--- src/rtl/md5_iter_engine.sv ---
// md5_iter_engine
// Iterative MD5 over one fixed 8-byte ASCII candidate. The engine runs one
// RFC 1321 round per clock: 1 accept edge, 64 round edges, and 1 finalise edge.
//   clk      : system clock, rising edge
//   reset_n  : synchronous active-low reset
//   start    : hash request, sampled only while idle
//   txt      : candidate; txt[63:56] is the first character
//   busy     : high from the accepting edge until the done edge
//   done     : one-cycle pulse; hash is valid from this cycle onward
//   hash     : digest in printed order; hash[127:120] is digest byte 0
module md5_iter_engine (
   input  logic         clk,
   input  logic         reset_n,
   input  logic         start,
   input  logic [63:0]  txt,
   output logic         busy,
   output logic         done,
   output logic [127:0] hash
);

   localparam logic [31:0] IV_A = 32'h67452301;
   localparam logic [31:0] IV_B = 32'hefcdab89;
   localparam logic [31:0] IV_C = 32'h98badcfe;
   localparam logic [31:0] IV_D = 32'h10325476;

   typedef enum logic [1:0] {S_IDLE, S_RUN, S_FIN} state_t;

   state_t       state_q, state_d;
   logic [5:0]   i_q, i_d;
   logic [31:0]  a_q, a_d, b_q, b_d, c_q, c_d, d_q, d_d;
   logic [31:0]  m0_q, m0_d, m1_q, m1_d;
   logic         busy_q, busy_d, done_q, done_d;
   logic [127:0] hash_q, hash_d;

   function automatic logic [31:0] k_of(input logic [5:0] n);
      logic [31:0] k;
      case (n)
         6'd0:  k = 32'hd76aa478; 6'd1:  k = 32'he8c7b756; 6'd2:  k = 32'h242070db; 6'd3:  k = 32'hc1bdceee;
         6'd4:  k = 32'hf57c0faf; 6'd5:  k = 32'h4787c62a; 6'd6:  k = 32'ha8304613; 6'd7:  k = 32'hfd469501;
         6'd8:  k = 32'h698098d8; 6'd9:  k = 32'h8b44f7af; 6'd10: k = 32'hffff5bb1; 6'd11: k = 32'h895cd7be;
         6'd12: k = 32'h6b901122; 6'd13: k = 32'hfd987193; 6'd14: k = 32'ha679438e; 6'd15: k = 32'h49b40821;
         6'd16: k = 32'hf61e2562; 6'd17: k = 32'hc040b340; 6'd18: k = 32'h265e5a51; 6'd19: k = 32'he9b6c7aa;
         6'd20: k = 32'hd62f105d; 6'd21: k = 32'h02441453; 6'd22: k = 32'hd8a1e681; 6'd23: k = 32'he7d3fbc8;
         6'd24: k = 32'h21e1cde6; 6'd25: k = 32'hc33707d6; 6'd26: k = 32'hf4d50d87; 6'd27: k = 32'h455a14ed;
         6'd28: k = 32'ha9e3e905; 6'd29: k = 32'hfcefa3f8; 6'd30: k = 32'h676f02d9; 6'd31: k = 32'h8d2a4c8a;
         6'd32: k = 32'hfffa3942; 6'd33: k = 32'h8771f681; 6'd34: k = 32'h6d9d6122; 6'd35: k = 32'hfde5380c;
         6'd36: k = 32'ha4beea44; 6'd37: k = 32'h4bdecfa9; 6'd38: k = 32'hf6bb4b60; 6'd39: k = 32'hbebfbc70;
         6'd40: k = 32'h289b7ec6; 6'd41: k = 32'heaa127fa; 6'd42: k = 32'hd4ef3085; 6'd43: k = 32'h04881d05;
         6'd44: k = 32'hd9d4d039; 6'd45: k = 32'he6db99e5; 6'd46: k = 32'h1fa27cf8; 6'd47: k = 32'hc4ac5665;
         6'd48: k = 32'hf4292244; 6'd49: k = 32'h432aff97; 6'd50: k = 32'hab9423a7; 6'd51: k = 32'hfc93a039;
         6'd52: k = 32'h655b59c3; 6'd53: k = 32'h8f0ccc92; 6'd54: k = 32'hffeff47d; 6'd55: k = 32'h85845dd1;
         6'd56: k = 32'h6fa87e4f; 6'd57: k = 32'hfe2ce6e0; 6'd58: k = 32'ha3014314; 6'd59: k = 32'h4e0811a1;
         6'd60: k = 32'hf7537e82; 6'd61: k = 32'hbd3af235; 6'd62: k = 32'h2ad7d2bb; default: k = 32'heb86d391;
      endcase
      return k;
   endfunction

   // Shift amount depends only on the round group and i mod 4.
   function automatic logic [4:0] s_of(input logic [1:0] grp, input logic [1:0] sub);
      logic [4:0] s;
      case ({grp, sub})
         4'h0: s = 5'd7;  4'h1: s = 5'd12; 4'h2: s = 5'd17; 4'h3: s = 5'd22;
         4'h4: s = 5'd5;  4'h5: s = 5'd9;  4'h6: s = 5'd14; 4'h7: s = 5'd20;
         4'h8: s = 5'd4;  4'h9: s = 5'd11; 4'ha: s = 5'd16; 4'hb: s = 5'd23;
         4'hc: s = 5'd6;  4'hd: s = 5'd10; 4'he: s = 5'd15; default: s = 5'd21;
      endcase
      return s;
   endfunction

   function automatic logic [31:0] bswap(input logic [31:0] x);
      return {x[7:0], x[15:8], x[23:16], x[31:24]};
   endfunction

   // Round datapath
   logic [3:0]  ii, g;
   logic [31:0] f, m_g, tmp, rot;
   logic [4:0]  s;

   always_comb begin
      ii = i_q[3:0];
      f  = 32'h0;
      g  = 4'h0;
      case (i_q[5:4])
         2'd0: begin f = (b_q & c_q) | (~b_q & d_q); g = ii;                 end
         2'd1: begin f = (d_q & b_q) | (~d_q & c_q); g = ii * 4'd5 + 4'd1;   end
         2'd2: begin f = b_q ^ c_q ^ d_q;            g = ii * 4'd3 + 4'd5;   end
         default: begin f = c_q ^ (b_q | ~d_q);      g = ii * 4'd7;          end
      endcase
      // Only M0/M1 carry data; padding and length words are constant.
      case (g)
         4'd0:    m_g = m0_q;
         4'd1:    m_g = m1_q;
         4'd2:    m_g = 32'h00000080;
         4'd14:   m_g = 32'h00000040;
         default: m_g = 32'h0;
      endcase
      s   = s_of(i_q[5:4], i_q[1:0]);
      tmp = a_q + f + k_of(i_q) + m_g;
      // s is never 0, so the right shift stays below 32.
      rot = (tmp << s) | (tmp >> (6'd32 - {1'b0, s}));
   end

   always_comb begin
      state_d = state_q;
      i_d     = i_q;
      a_d     = a_q;
      b_d     = b_q;
      c_d     = c_q;
      d_d     = d_q;
      m0_d    = m0_q;
      m1_d    = m1_q;
      busy_d  = busy_q;
      done_d  = 1'b0;
      hash_d  = hash_q;
      case (state_q)
         S_IDLE: begin
            if (start) begin
               state_d = S_RUN;
               busy_d  = 1'b1;
               i_d     = 6'd0;
               a_d     = IV_A;
               b_d     = IV_B;
               c_d     = IV_C;
               d_d     = IV_D;
               // Little-endian word packing: first character is the low byte.
               m0_d    = {txt[39:32], txt[47:40], txt[55:48], txt[63:56]};
               m1_d    = {txt[7:0],   txt[15:8],  txt[23:16], txt[31:24]};
            end
         end
         S_RUN: begin
            a_d = d_q;
            d_d = c_q;
            c_d = b_q;
            b_d = b_q + rot;
            i_d = i_q + 6'd1;
            if (i_q == 6'd63) state_d = S_FIN;
         end
         default: begin
            hash_d  = {bswap(a_q + IV_A), bswap(b_q + IV_B),
                       bswap(c_q + IV_C), bswap(d_q + IV_D)};
            done_d  = 1'b1;
            busy_d  = 1'b0;
            state_d = S_IDLE;
         end
      endcase
   end

   always_ff @(posedge clk) begin
      if (!reset_n) begin
         state_q <= S_IDLE;
         i_q     <= 6'd0;
         a_q     <= 32'h0;
         b_q     <= 32'h0;
         c_q     <= 32'h0;
         d_q     <= 32'h0;
         m0_q    <= 32'h0;
         m1_q    <= 32'h0;
         busy_q  <= 1'b0;
         done_q  <= 1'b0;
         hash_q  <= 128'h0;
      end else begin
         state_q <= state_d;
         i_q     <= i_d;
         a_q     <= a_d;
         b_q     <= b_d;
         c_q     <= c_d;
         d_q     <= d_d;
         m0_q    <= m0_d;
         m1_q    <= m1_d;
         busy_q  <= busy_d;
         done_q  <= done_d;
         hash_q  <= hash_d;
      end
   end

   assign busy = busy_q;
   assign done = done_q;
   assign hash = hash_q;

endmodule
--- config.mk ---
export PLATFORM = sky130hd
export DESIGN_NAME = md5_iter_engine
export DESIGN_NICKNAME = d
export VERILOG_FILES = /design/src/rtl/md5_iter_engine.sv
export SDC_FILE = /design/constraint.sdc
export NUM_CORES = 2
export LEC_CHECK = 0
export BUFFER_PORTS_ARGS = -buffer_cell sky130_fd_sc_hd__buf_4
export CAP_MARGIN = 20
export CORE_ASPECT_RATIO = 2
export CORE_MARGIN = 2
export CORE_UTILIZATION = 30
export DETAILED_ROUTE_END_ITERATION = 8
export GPL_TIMING_DRIVEN = 1
export SLEW_MARGIN = 20
export SYNTH_ARGS = -nofsm -noshare
export SYNTH_HDL_FRONTEND = slang
export SYNTH_SLANG_ARGS = --single-unit
--- constraint.sdc ---
create_clock -name clk -period 11.2 [get_ports clk]
set_input_delay 1.12 -clock clk [delete_from_list [all_inputs] [get_ports clk]]
set_output_delay 1.12 -clock clk [all_outputs]
set_load 0.005 [all_outputs]
# Word-level counts from Yosys, hierarchy flattened
# Memories as Yosys holds them, arrays and structs flattened. A register that Yosys moved wholly into a read port is not among the register bits.
# Cells that the tools add are included.
classes:
  addsub: 12
  n_mul: 3
  n_eq_ne: 9
  shifts: 2
  muxes: 23
  bitwise_logic: 14
  reduce_logical: 9
ops:
  columns: ["cell", "count"]
  rows:
  - ["one-hot mux 32 bit (2 select lines)", 4]
  - ["adder 32 bit", 4]
  - ["AND 32 bit", 4]
  - ["two-way mux 32 bit", 4]
  - ["OR 32 bit", 4]
  - ["one-hot mux 32 bit (4 select lines)", 1]
  - ["one-hot mux 32 bit (3 select lines)", 1]
  - ["bitwise XOR 32 bit", 3]
  - ["adder 32 bit (second input constant)", 2]
  - ["NOT 32 bit", 2]
  - ["adder 32 x 29 -> 32 bit (second input constant)", 1]
  - ["adder 32 x 31 -> 32 bit (second input constant)", 1]
  - ["<< shifter 32 x 5 -> 32 bit", 1]
  - ["right shift 32 x 6 -> 32 bit", 1]
  - ["two-way mux 6 bit", 3]
  - ["one-hot mux 4 bit (3 select lines)", 1]
  - ["one-hot mux 6 bit (2 select lines)", 1]
  - ["multiplier 4 x 3 -> 4 bit (second input constant)", 2]
  - ["two-way mux 4 bit", 2]
  - ["AND reduction 2 bit", 4]
  - ["adder 6 x 1 -> 6 bit (second input constant)", 1]
  - ["== test 6 bit (second input constant)", 1]
  - ["subtractor 6 x 5 -> 6 bit (first input constant)", 1]
  - ["adder 4 x 1 -> 4 bit (second input constant)", 1]
  - ["other kinds (17)", 22]
word_totals:
  regBits: 330
  romBits: 2128
  output_inout_bits: 130
  elab_cells: 85
  n_memories: 2
memory_table:
  columns: ["name", "depth", "word_bits", "read_ports", "rd_clocked_by_memory_dff", "write_ports", "line_no", "text"]
  rows:
  - ["(name not given)", 64, 32, 1, 1, 0, "37", "case (n)"]
  - ["(name not given)", 16, 5, 1, 1, 0, "61", "case ({grp, sub})"]

# Longest topological paths before layout
depth:
  word_depth: 11
  depth_mapped: 42
  ltp_nobuf: 39

# Worst setup path before layout
# OpenSTA, ideal clock, no wires.
synth_timing:
  path_type: "register -> register"
  from: "register i_q[0]"
  to: "register b_q[28]"
  setup_time_ns: 0.087
  arrival_time_ns: 9.178
  required_ns: 11.113
  slack_ns: 1.935
  path_stages_with_launch: 42
  path_buffers: 2
  cell_sequence: "dfxtp_1 clkbuf_1 inv_1 fa_1 inv_1 ha_1 xor2_1 xnor2_1 and3_1 or2_2 nand3_1 clkbuf_1 a21oi_1 fa_1 inv_1 fa_1 inv_1 ha_1 [6 not listed] xor2_1 mux4_2 mux4_2 a21oi_1 a21oi_1 ha_1 inv_1 fa_1 nor2b_1 o21ai_0 a21oi_1 o211ai_1 a211oi_1 o21ai_0 a211oi_1 o31ai_1 a21boi_0 o31ai_1"
synth_between:
  elab_chain_len: 10
synth_lines:
  columns: ["element", "line_no", "text"]
  rows:
  - ["start, declared", "29", "logic [5:0] i_q, i_d;"]
  - ["start signal, assigned", "163", "i_q <= i_d;"]
  - ["multiplier 4 x 2 -> 4 bit / multiplier 4 x 3 -> 4 bit (equally long branches)", "86, 85", null]
  - ["adder 4 x 3 -> 4 bit / adder 4 x 1 -> 4 bit (equally long branches)", "86, 85", null]
  - ["one-hot mux 4 bit (3 select lines) *", "83", "case (i_q[5:4])"]
  - ["== test 4 bit, or another cell as far along", "90", "case (g)"]
  - ["one-hot mux 32 bit (4 select lines) *", "90", null]
  - ["adder 32 bit *", "98", "tmp = a_q + f + k_of(i_q) + m_g;"]
  - ["right shift 32 x 6 -> 32 bit / << shifter 32 x 5 -> 32 bit (equally long branches)", "100", "rot = (tmp << s) | (tmp >> (6'd32 - {1'b0, s}));"]
  - ["OR 32 bit *", "100", null]
  - ["adder 32 bit *", "134", "b_d = b_q + rot;"]
  - ["one-hot mux 32 bit (2 select lines) *", "115", "case (state_q)"]
  - ["end signal, assigned", "153", "b_q <= 32'h0;"]
  - ["end signal, assigned", "165", "b_q <= b_d;"]
  - ["end, declared", "30", "logic [31:0] a_q, a_d, b_q, b_d, c_q, c_d, d_q, d_d;"]
# Mark *: on every way between the ends. The rest lies on a longest branch, timed or not.
# A chain may end at the register's enable or synchronous reset.

# Worst setup path in the final report
layout_timing:
  from: "register i_q[1]"
  to: "register b_q[30]"
# Same word-level chain as after synthesis.

==> flow_metrics.env <==
export IMPL_fmax_mhz=93.4
export IMPL_min_to="m1_q[6]"
export IMPL_critPathTopFamily="compound AO/OA/AOI/OAI gates"
export IMPL_async_reset_ff_share_pct=0
export IMPL_whs_ns=0.455
export IMPL_die_h_um=445
export IMPL_synth_most_common_cell="nand2_1"
export IMPL_ys_seq_elements=367
export IMPL_min_from="m1_q[6]"
export IMPL_place_gp_congestion=1.07
export IMPL_critPathKind="reg -> reg"
export IMPL_status="finished, final reports clean"
export IMPL_min_path_cells=2
export IMPL_cellLeakagePower_nw=13.0
export IMPL_setup_viol=0
export IMPL_cpMostUsedCell="a21oi_1"
export IMPL_vias=30600
export IMPL_clk_pin_slew_worst_paths_ns=0.06
export IMPL_reg2reg_depth=39
export IMPL_die_area_um2=99900
export IMPL_syn_num_nets=4120
export IMPL_grt_max_degree=68
export IMPL_vias_per_cell=5.94
export IMPL_netlist_top_cells_area="dfxtp_1 25%, a21oi_1 7.4%, nand2_1 7.4%, o21ai_0 4.9%, fa_1 4.5%"
export IMPL_drive_gt1_share_pct=13.6
export IMPL_clkSinkCount=367
export IMPL_path_buf_inv=6
export IMPL_total_power_mw=7.02
export IMPL_min_period_ns=10.71
export IMPL_dr_pass1_iters=8
export IMPL_hold_path_class="reg -> reg"
export IMPL_grt_pass1_vias=29600
export IMPL_cts_tree="built"
export IMPL_finalMaxSlewViolations=0
export IMPL_maxCapViolations=0
export IMPL_tightest_slew_ns=1.13
export IMPL_place_hpwl_um=106000
export IMPL_io_pins=197
export IMPL_slew_limit_headroom_pct=24.0
export IMPL_worst_ep_required_time_ns=11.71
export IMPL_synthCells=3895
export IMPL_ys_warn_count=0
export IMPL_slowest_delay_ns=0.52
export IMPL_nets=4127
export IMPL_endpoint_kind="register"
export IMPL_num_rows=161
export IMPL_r2r_slack_ns=0.49
export IMPL_path_max_fanout=12
export IMPL_totalWireLength_um=140000
export IMPL_synth_largest_area_cell="dfxtp_1"
export IMPL_synth_ff_type="dfxtp_1"
export IMPL_grt_pass1_wl_um=202000
export IMPL_min_period_over_period_pct=95.6
export IMPL_drt_iter0_markers=3285
export IMPL_r2r_start="i_q[1]"
export IMPL_grt_overflow=0
export IMPL_yosysSeqAreaShare_pct=25.2
export IMPL_p_per_area_nw_per_um2=212
export IMPL_grt_antenna_before_repair=5
export IMPL_core_um2=96300
export IMPL_track_usage_pct=27.4
export IMPL_wl_per_cell_um=27.2
export IMPL_syn_avg_cell_area_um2=7.49
export IMPL_yosys_top_cells_count="572 x nand2_1, 430 x a21oi_1, 367 x dfxtp_1, 308 x nor2_1, 286 x o21ai_0"
export IMPL_ir_drop_v=0.000117
export IMPL_hold_violations=0
export IMPL_ant_nets=0
export IMPL_area_growth_pct=13.7
export IMPL_slowest_stage="o21ai_0"
export IMPL_cts_buffers=38
export IMPL_skew_ns=0.0423
export IMPL_port_buffers=196
export IMPL_htreeDepth=2
export IMPL_worstSkewPairLatency_ns=0.61
export IMPL_drc=0
export IMPL_synth_area_um2=29200
export IMPL_fp_dieW_um=224
export IMPL_synth_cell_types=97
export IMPL_synth_top_area_share_pct=25.2
export IMPL_worst_endpoint_arrival_ns=11.22
export IMPL_synth_edff_count=0
export IMPL_clk_path_buf_depth=3
export IMPL_crit_path_start_kind="register"
export IMPL_cts_setup_buffers=0
export IMPL_cts_root_buf="clkbuf_16"
export IMPL_initial_utilization_pct=30.3
export IMPL_r2r_end="b_q[30]"
-- sequential cells by signal, indices dropped and copies added, names as in the netlist, named ones only --
| name | count |
|---|---|
| done | 1 |
| c_q | 32 |
| hash | 128 |
| a_q | 32 |
| m1_q | 32 |
| i_q | 6 |
| s | 5 |
| busy | 1 |
| d_q | 32 |
| b_q | 32 |
| state_q | 2 |
| m0_q | 32 |
-- stage by stage --
stage / util [%] / setup WS [ns] / setup TNS [ns] / area, µm² / cells
floorplan: - / 1.93 / 0 / 29200 / 3895
CTS: 34.4 / 0.514 / 0 / 33100 / 5152
global route: 34.4 / -0.0729 / -0.0729 / 33200 / 5153
global placement: 33.0 / 0.629 / 0 / 31800 / 5084
finish: 34.4 / 0.488 / 0 / 33200 / 5158
detailed placement: 33.0 / 0.535 / 0 / 31800 / 5084
-- worst max-delay path by stage --
stage	end	from	slack [ns]	depth (start not counted)
after CTS	b_q[28]	i_q[1]	0.51	37
final	b_q[30]	i_q[1]	0.49	39
after global placement	b_q[31]	i_q[1]	0.63	37
after global routing	b_q[30]	i_q[1]	-0.07	38
after floorplan	b_q[28]	i_q[0]	1.93	41
after detailed placement	b_q[28]	i_q[1]	0.54	37
-- cell type report --
cell class                 count  area (µm²)
clock buffer                  48        1060
fill                       10200       63100
sequential                   367        7360
multi-input combinational   2977       19900
antenna                        6        15.0
tap                         1222        1530
inverter                     214         808
timing repair buffer         304        2280
clock inverter                20         264
-- cells in the final DEF, fill, tap and decap left out, types with 52 or more instances in the layout --
cell	synthesis	layout
nand2_1	572	568
a21oi_1	430	427
dfxtp_1	367	363
nor2_1	308	304
buf_4	1	304
o21ai_0	286	285
inv_1	202	201
xnor2_1	133	131
mux2i_1	105	104
ha_1	93	93
a211oi_1	82	80
fa_1	65	65
nand3_1	62	62
nor3_1	60	60
xor2_1	54	53
o22ai_1	52	52
-- routing by layer --
metal  routed length [µm]  share of wire (%)  GRT usage (%)
met3                 8870                6.3           4.13
met2                68800                 49           48.5
met4                14800                 11           23.3
met5                   13             0.0093              0
met1                47500                 34           28.0
-- power by group --
group / internal [mW] / total [mW] / switching (mW) / leakage, nW
clock: 0.775 / 1.40 / 0.622 / 0.650
sequential: 1.40 / 1.68 / 0.285 / 3.00
combinational: 1.49 / 3.94 / 2.44 / 9.39
-- what timing repair did --
action                                  in CTS  in global routing
endpoints found under the hold margin        0                  0
gates resized for setup                      0                  6
endpoints found under the setup margin       0                  9
hold buffers                                 0                  0
-- tightest hold or removal path, cell delays in order, from the launching register on --
cell,delay (ns)
dfxtp_1,0.31
nand2_1,0.05
a21oi_1,0.05
-- cell families after synthesis --
family,synth area share [%]
multiplexers,7.53
flip-flops,25.2
XOR/XNOR,5.85
AND/OR/NAND/NOR,16.9
AO/OA/AOI/OAI,28.9
buffers and inverters,7.16
adder cells (fa/ha/maj),8.45
Power figures use the tool's default switching activity.
